<file path="src/rtl/sbox_layer_mc.sv">
// Multi-cycle S-box layer: substitutes LANES nibbles per enabled cycle of a DATA_W-bit word.
// Define SBOX_LAYER_INV_EN to build in the inverse table, selected by datab[0] at start.
module sbox_layer_mc #(
  parameter int unsigned DATA_W = 32,
  parameter int unsigned LANES  = 1
) (
  input  logic              clk,
  input  logic              reset_n,
  input  logic              clk_en,
  input  logic              start,
  input  logic [DATA_W-1:0] dataa,
  input  logic [DATA_W-1:0] datab,
  output logic [DATA_W-1:0] result,
  output logic              done
);

  localparam int unsigned N  = DATA_W / 4;
  localparam int unsigned R  = N / LANES;
  localparam int unsigned CW = (R > 1) ? $clog2(R) : 1;
  localparam int unsigned SW = 4 * LANES;

  typedef enum logic [1:0] {StIdle, StRun, StDone} state_e;

  state_e            state_q, state_d;
  logic [CW-1:0]     cnt_q, cnt_d;
  logic [DATA_W-1:0] work_q, work_d;
  logic [DATA_W-1:0] result_q, result_d;
  logic              done_q, done_d;
  logic [SW-1:0]     sub;
  logic [DATA_W-1:0] sub_ext;
  logic              last_round;

  function automatic logic [3:0] sbox_fwd(input logic [3:0] x);
    logic [3:0] y;
    unique case (x)
      4'h0: y = 4'hC;  4'h1: y = 4'h9;  4'h2: y = 4'hD;  4'h3: y = 4'h2;
      4'h4: y = 4'h5;  4'h5: y = 4'hF;  4'h6: y = 4'h3;  4'h7: y = 4'h6;
      4'h8: y = 4'h7;  4'h9: y = 4'hE;  4'hA: y = 4'h0;  4'hB: y = 4'h1;
      4'hC: y = 4'hA;  4'hD: y = 4'h4;  4'hE: y = 4'hB;  default: y = 4'h8;
    endcase
    return y;
  endfunction

`ifdef SBOX_LAYER_INV_EN
  logic mode_q, mode_d;
  logic unused_datab;
  assign unused_datab = ^datab[DATA_W-1:1];

  function automatic logic [3:0] sbox_inv(input logic [3:0] x);
    logic [3:0] y;
    unique case (x)
      4'h0: y = 4'hA;  4'h1: y = 4'hB;  4'h2: y = 4'h3;  4'h3: y = 4'h6;
      4'h4: y = 4'hD;  4'h5: y = 4'h4;  4'h6: y = 4'h7;  4'h7: y = 4'h8;
      4'h8: y = 4'hF;  4'h9: y = 4'h1;  4'hA: y = 4'hC;  4'hB: y = 4'hE;
      4'hC: y = 4'h0;  4'hD: y = 4'h2;  4'hE: y = 4'h9;  default: y = 4'h5;
    endcase
    return y;
  endfunction

  always_comb begin
    sub = '0;
    for (int i = 0; i < int'(LANES); i++) begin
      sub[4*i +: 4] = mode_q ? sbox_inv(work_q[4*i +: 4]) : sbox_fwd(work_q[4*i +: 4]);
    end
  end
`else
  logic unused_datab;
  assign unused_datab = ^datab;

  always_comb begin
    sub = '0;
    for (int i = 0; i < int'(LANES); i++) begin
      sub[4*i +: 4] = sbox_fwd(work_q[4*i +: 4]);
    end
  end
`endif

  // Substituted lanes enter at the top so the first round ends up in the low nibbles.
  always_comb begin
    sub_ext          = '0;
    sub_ext[SW-1:0]  = sub;
  end

  assign last_round = (cnt_q == CW'(R - 1));

  always_comb begin
    state_d  = state_q;
    cnt_d    = cnt_q;
    work_d   = work_q;
    result_d = result_q;
    done_d   = (state_q == StDone);
`ifdef SBOX_LAYER_INV_EN
    mode_d   = mode_q;
`endif
    unique case (state_q)
      StIdle: begin
        if (start) begin
          work_d  = dataa;
          cnt_d   = '0;
          state_d = StRun;
`ifdef SBOX_LAYER_INV_EN
          mode_d  = datab[0];
`endif
        end
      end
      StRun: begin
        work_d   = work_q >> SW;
        result_d = (result_q >> SW) | (sub_ext << (DATA_W - SW));
        if (last_round) begin
          state_d = StDone;
        end else begin
          cnt_d = cnt_q + CW'(1);
        end
      end
      StDone: begin
        state_d = StIdle;
      end
      default: state_d = StIdle;
    endcase
  end

  always_ff @(posedge clk or negedge reset_n) begin
    if (!reset_n) begin
      state_q  <= StIdle;
      cnt_q    <= '0;
      work_q   <= '0;
      result_q <= '0;
      done_q   <= 1'b0;
`ifdef SBOX_LAYER_INV_EN
      mode_q   <= 1'b0;
`endif
    end else if (clk_en) begin
      state_q  <= state_d;
      cnt_q    <= cnt_d;
      work_q   <= work_d;
      result_q <= result_d;
      done_q   <= done_d;
`ifdef SBOX_LAYER_INV_EN
      mode_q   <= mode_d;
`endif
    end
  end

  assign result = result_q;
  assign done   = done_q;

endmodule

</file>
<file path="config.mk">
export PLATFORM = sky130hd
export DESIGN_NAME = sbox_layer_mc
export DESIGN_NICKNAME = d
export VERILOG_FILES = /design/src/rtl/sbox_layer_mc.sv
export SDC_FILE = /design/constraint.sdc
export NUM_CORES = 1
export LEC_CHECK = 0
export ABC_AREA = 0
export BUFFER_PORTS_ARGS = -buffer_cell sky130_fd_sc_hd__buf_4
export CORE_UTILIZATION = 55
export CTS_CLUSTER_SIZE = 25
export DETAILED_ROUTE_END_ITERATION = 7
export GPL_TIMING_DRIVEN = 0
export PLACE_DENSITY_LB_ADDON = 0.15
export SLEW_MARGIN = 20
export SYNTH_ARGS = -nofsm -noshare
export SYNTH_HDL_FRONTEND = slang
export SYNTH_SLANG_ARGS = --single-unit
</file>
<file path="constraint.sdc">
create_clock -name clk -period 5.12 [get_ports clk]
set_clock_uncertainty 0.1 [all_clocks]
set_input_delay 1.024 -clock clk [delete_from_list [all_inputs] [get_ports clk]]
set_output_delay 1.024 -clock clk [all_outputs]
set_load 0.005 [all_outputs]
</file>
* Word level (Yosys, flattened, before mapping)
Memories as Yosys holds them, arrays and structs flattened.
Index checks and enable logic that the tools add are counted.
** Operators by class
- Add/sub/neg operators :: 1
- Equal/unequal tests :: 6
- Mux-type cells :: 8
- Bitwise operators :: 1
- Reduce and logical (&&, ||, !) cells :: 6
** Operators by type and width (count)
- one-hot mux 32 bit (2 select lines) :: 1
- two-way mux 32 bit :: 1
- bitwise OR 28 x 32 -> 32 bit :: 1
- two-way mux 3 bit :: 2
- != test 2 bit (second input constant) :: 3
- one-hot mux 3 bit (2 select lines) :: 1
- AND reduction 3 bit :: 2
- two-way mux 2 bit :: 2
- one-hot mux 2 bit (2 select lines) :: 1
- AND reduction 4 bit :: 1
- adder 3 x 1 -> 3 bit (second input constant) :: 1
- == test 3 bit (second input constant) :: 1
- == test 2 x 1 -> 1 bit (second input constant) :: 1
- == test 2 bit (second input constant) :: 1
- zero test 2 bit :: 1
- AND reduction 2 bit :: 1
- nonzero test 2 bit :: 1
** Word-level totals
- Register bits after elaboration :: 70
- ROM bits :: 64
- Input port bits :: 68
- Output and inout port bits :: 33
- Logic and storage cells :: 28
- Memories kept :: 1
** Memory list
- (name not given) :: depth 16, bits a word 4, rd ports 1, clocked after memory_dff 0, wr ports 0, line 35 : unique case (x)

* Depth between registers and ports, before layout
- Depth after elaboration :: 3
- Gate-level depth with buffers :: 5
- Gate-level depth less buffers :: 5

* Least setup slack after synthesis
Ideal clock, no wire load.
- Path type :: input to register
- From :: in clk_en
- To :: reg result_q[10], in the netlist result[10]
- Arrival time :: 1679 ps
- Required time :: 4895 ps
- Path slack :: 3217 ps
- Cell stages on the path :: 3
- Path buffers :: 1
- Cells stage by stage :: nand3b_4 buf_2 mux2_2
** Between the ends
- Cells in the longest elaborated chain, start to end :: 1
** Ends and longest elaborated chain
- start: declaration :: line 9 : input logic clk_en,
- AND reduction 2 bit (no line)
- end signal: assignment :: line 136 : result_q <= result_d;
- end: declaration :: line 27 : logic [DATA_W-1:0] result_q, result_d;
Every way passes these cells.
A chain may end at the register's enable or synchronous reset.

* Worst setup path after layout
- From :: reg result_q[12], in the netlist result[12]
- To :: out result[12]
** RTL lines
- end: declaration :: line 13 : output logic [DATA_W-1:0] result,
No word-level cell between the ends.

==> key figures <==
Global routing
  – Grt ovf: 0
  – First-pass GRT wire length: 10,730 um
  – Largest net degree at the start of global routing: 71
  – GRT Util Overall: 23.06%
  – Initial antenna violation count: 0
  – Number of global-route vias before repair: 2,302

Finish
  – Synth-to-Final Area Change: 24.34%
  – Fraction of layout cells with a size suffix above 1: 38.73%
  – Util after Layout: 72.12%
  – Diode count: 0
  – Nets: ~420

Floorplan
  – Die height: 78.67 um
  – Number of I/O pins: 101
  – Die W: 78.67 um
  – Core ar.: 5574 sq um
  – Site Rows: 27
  – Initial Utilization: 58.00%
  – Die area: between 6000 and 7000 sq um

Power
  – Combinational power share: between 30% and 40%
  – NetSw: 0.7485 mW
  – Clock share of power: between 10% and 20%
  – Final Total Pwr: 2.280 mW
  – Pint: 1.532 mW
  – Power per standard cell area: 567.2 nW/um^2
  – Leakage: 1.885 nW
  – VDD IR-drop max: 0.2627 mV
  – Sw Share: 32.83%
  – Sequential Power Share: 42.4%

Placed design
  – Dpl hpwl: 4426 um
  – Pre-CTS WS: 2.848 ns
  – GP Congestion: 0.7554
  – Port bufs: 68

Synth
  – EDFF count, synth: 0
  – Yosys warning count: 0
  – Synth Cell Area: ~3200 sq um
  – Ys flop type: dfrtp_1
  – #FFs+latches synth: 70
  – Syn_nets: between 300 and 400
  – Register area share after synthesis: 54.18%
  – Top cell type by total area after synthesis: dfrtp_1
  – Top cells by area, synth: dfrtp_1, mux2_2, mux2i_1, o21ai_1, o21ai_0
  – Yosys cell types: 32
  – Post-synth ARST share: 100.0%
  – Yosys top cell area share: 54.18%
  – Cells after Synth: 262
  – Synth Area per Inst: 12.34 sq um

Worst hold path
  – Hold Crit Start: work_q[8]
  – Worst Hold Path EP: work_q[8]
  – Hold Crit Depth: 2
  – HP Class: reg -> reg

Timing
  – WHS: 0.3977 ns
  – Final WS setup: 3.096 ns
  – Fin. max-slew vios: 0
  – RSZ-0062 raised after global routing: false
  – Tmin final: between 2 and 2.5 ns
  – Worst Max-Slew Pin Slew: 0.8662 ns
  – Slew HR: a little over two fifths
  – Final Hold Fails: 0
  – Final Setup Violations: 0
  – Period utilization: between 30% and 40%
  – Setup TNS: 0 ns
  – Fmax: 0.4941 GHz

Clocking
  – Worst-path clk slew: roughly 0.070 ns
  – Post-CTS sizing: 0
  – Root Buffer: clkbuf_8
  – Clock sink count: 70
  – Clk_lat worst skew: 0.34 ns
  – Max H-tree Level: 3
  – Hold Buf Count CTS: 0
  – Post-CTS Repair Setup Buffers: 0
  – Num CTS Buffers: 9
  – Clock Path Buffers: 2
  – CTS tree: done

Drt
  – Vias: approximately 2.3k
  – DRT antenna net count: 0
  – Final wirelength: 6263 um
  – WL/cell: 14.98 um
  – Initial drt markers: 99
  – DR DRC count: 0
  – Number of detailed-route iterations in the first pass: 4
  – Routed vias/inst: 5.500

Setup path
  – CP required: ~4.0 ns
  – R2R Path End: cnt_q[1]
  – Crit-path cells: buf_4
  – Flop-to-flop setup slack: 3.27 ns
  – Crit path max fanout: 3
  – Critical path's slowest cell: dfrtp_1
  – Worst setup EP type: output port
  – Worst setup path start: result[12]
  – Critical Path Source Type: flop
  – CP arrival: 0.90 ns
  – WP buf/inv: 1
  – CP peak stage delay: 0.42 ns
  – Critical R2R Launch: cnt_q[0]
  – Register-to-Register Path Depth: 5
  – Crit Path Category: reg -> out
  – Crit path max-delay family: flip-flops

Run status
  – Status: complete, no violations

Job
  – Number of max-cap violations: 0
==> cell usage in the layout (no fill, tap or decap), types with 6 or more instances in the layout <==
cell and n:
inv_1 7, clkbuf_8 12, ha_1 10, dfrtp_1 70, nor2_1 6, o21ai_1 33, buf_4 71, mux2i_1 28
o21ai_0 28, buf_2 6, nand2b_1 6, mux2_2 31
==> cells in the mapped netlist, drive strengths merged, types with 2 or more instances <==
master  count
o21ai      61
dfrtp      70
buf        12
nand2       5
a22o        4
nor2        7
ha         10
inv         7
mux2       31
mux2i      28
nand2b      7
nand3b      2
mux4        2
clkbuf      5
==> state kept, by name (all words and copies together), names as in the netlist <==
name     cells
done         1
cnt_q        3
work_q      32
result      32
state_q      2
==> metal layers <==
metal	share of wire, %	GRT usage [%]
met1	44	29.14
met2	50	37.74
met3	4.9	5.814
met4	1.5	9.444
met5	0	0
==> how the worst max path moves through the flow <==
stage / endpoint / slack [ns] / cells after the start
2_1_floorplan: result[10] / 3.22 / 3
3_3_place_gp: work_q[16] / 2.89 / 6
3_5_place_dp: work_q[9] / 2.85 / 6
4_1_cts: result[12] / 3.08 / 1
5_1_grt: work_q[11] / 3.04 / 6
6_report: result[12] / 3.10 / 1
==> cells by family (layout without fill, tap and decap cells) <==
| logic type | after synthesis | count (layout) | synth area share, % |
|---|---|---|---|
| AOI/OAI and AO/OA | 72 | 72 | 12.27 |
| DFF | 70 | 70 | 54.18 |
| muxes | 61 | 61 | 20.86 |
| and+or+nand+nor | 24 | 24 | 4.451 |
| buffers and inverters | 24 | 108 | 4.102 |
| adders and majority gates | 10 | 10 | 3.870 |
| xor gates and xnor gates | 1 | 1 | 0.2709 |
==> power by group through the flow <==
stage / logic [mW] / clock network, mW / registers (mW)
global route: 1.01 / 0.441 / 1.00
detailed placement: 0.919 / 0 / 0.977
CTS: 0.922 / 0.418 / 0.967
floorplan: 0.591 / 0 / 0.937
global placement: 0.886 / 0 / 0.962
finish: 0.907 / 0.406 / 0.967
==> stage by stage <==
step           instance area, sq um  cells
2_1_floorplan                  3233    262
3_3_place_gp                   3834    402
3_5_place_dp                   3834    402
4_1_cts                        4020    418
5_1_grt                        4020    418
6_report                       4020    418
==> area by class of cell <==
| cell class | instances | area, sq um |
|---|---|---|
| plain buffers | 17 | 106.4 |
| clock buffers | 13 | 168.9 |
| clock inverters | 3 | 17.52 |
| fillers | 442 | 1554 |
| inverters | 7 | 26.28 |
| multi-input cells | 168 | 1349 |
| flip-flops and latches | 70 | 1752 |
| well taps | 72 | 90.09 |
| repair buffers | 68 | 510.5 |
(Power assumes the default switching activity.)
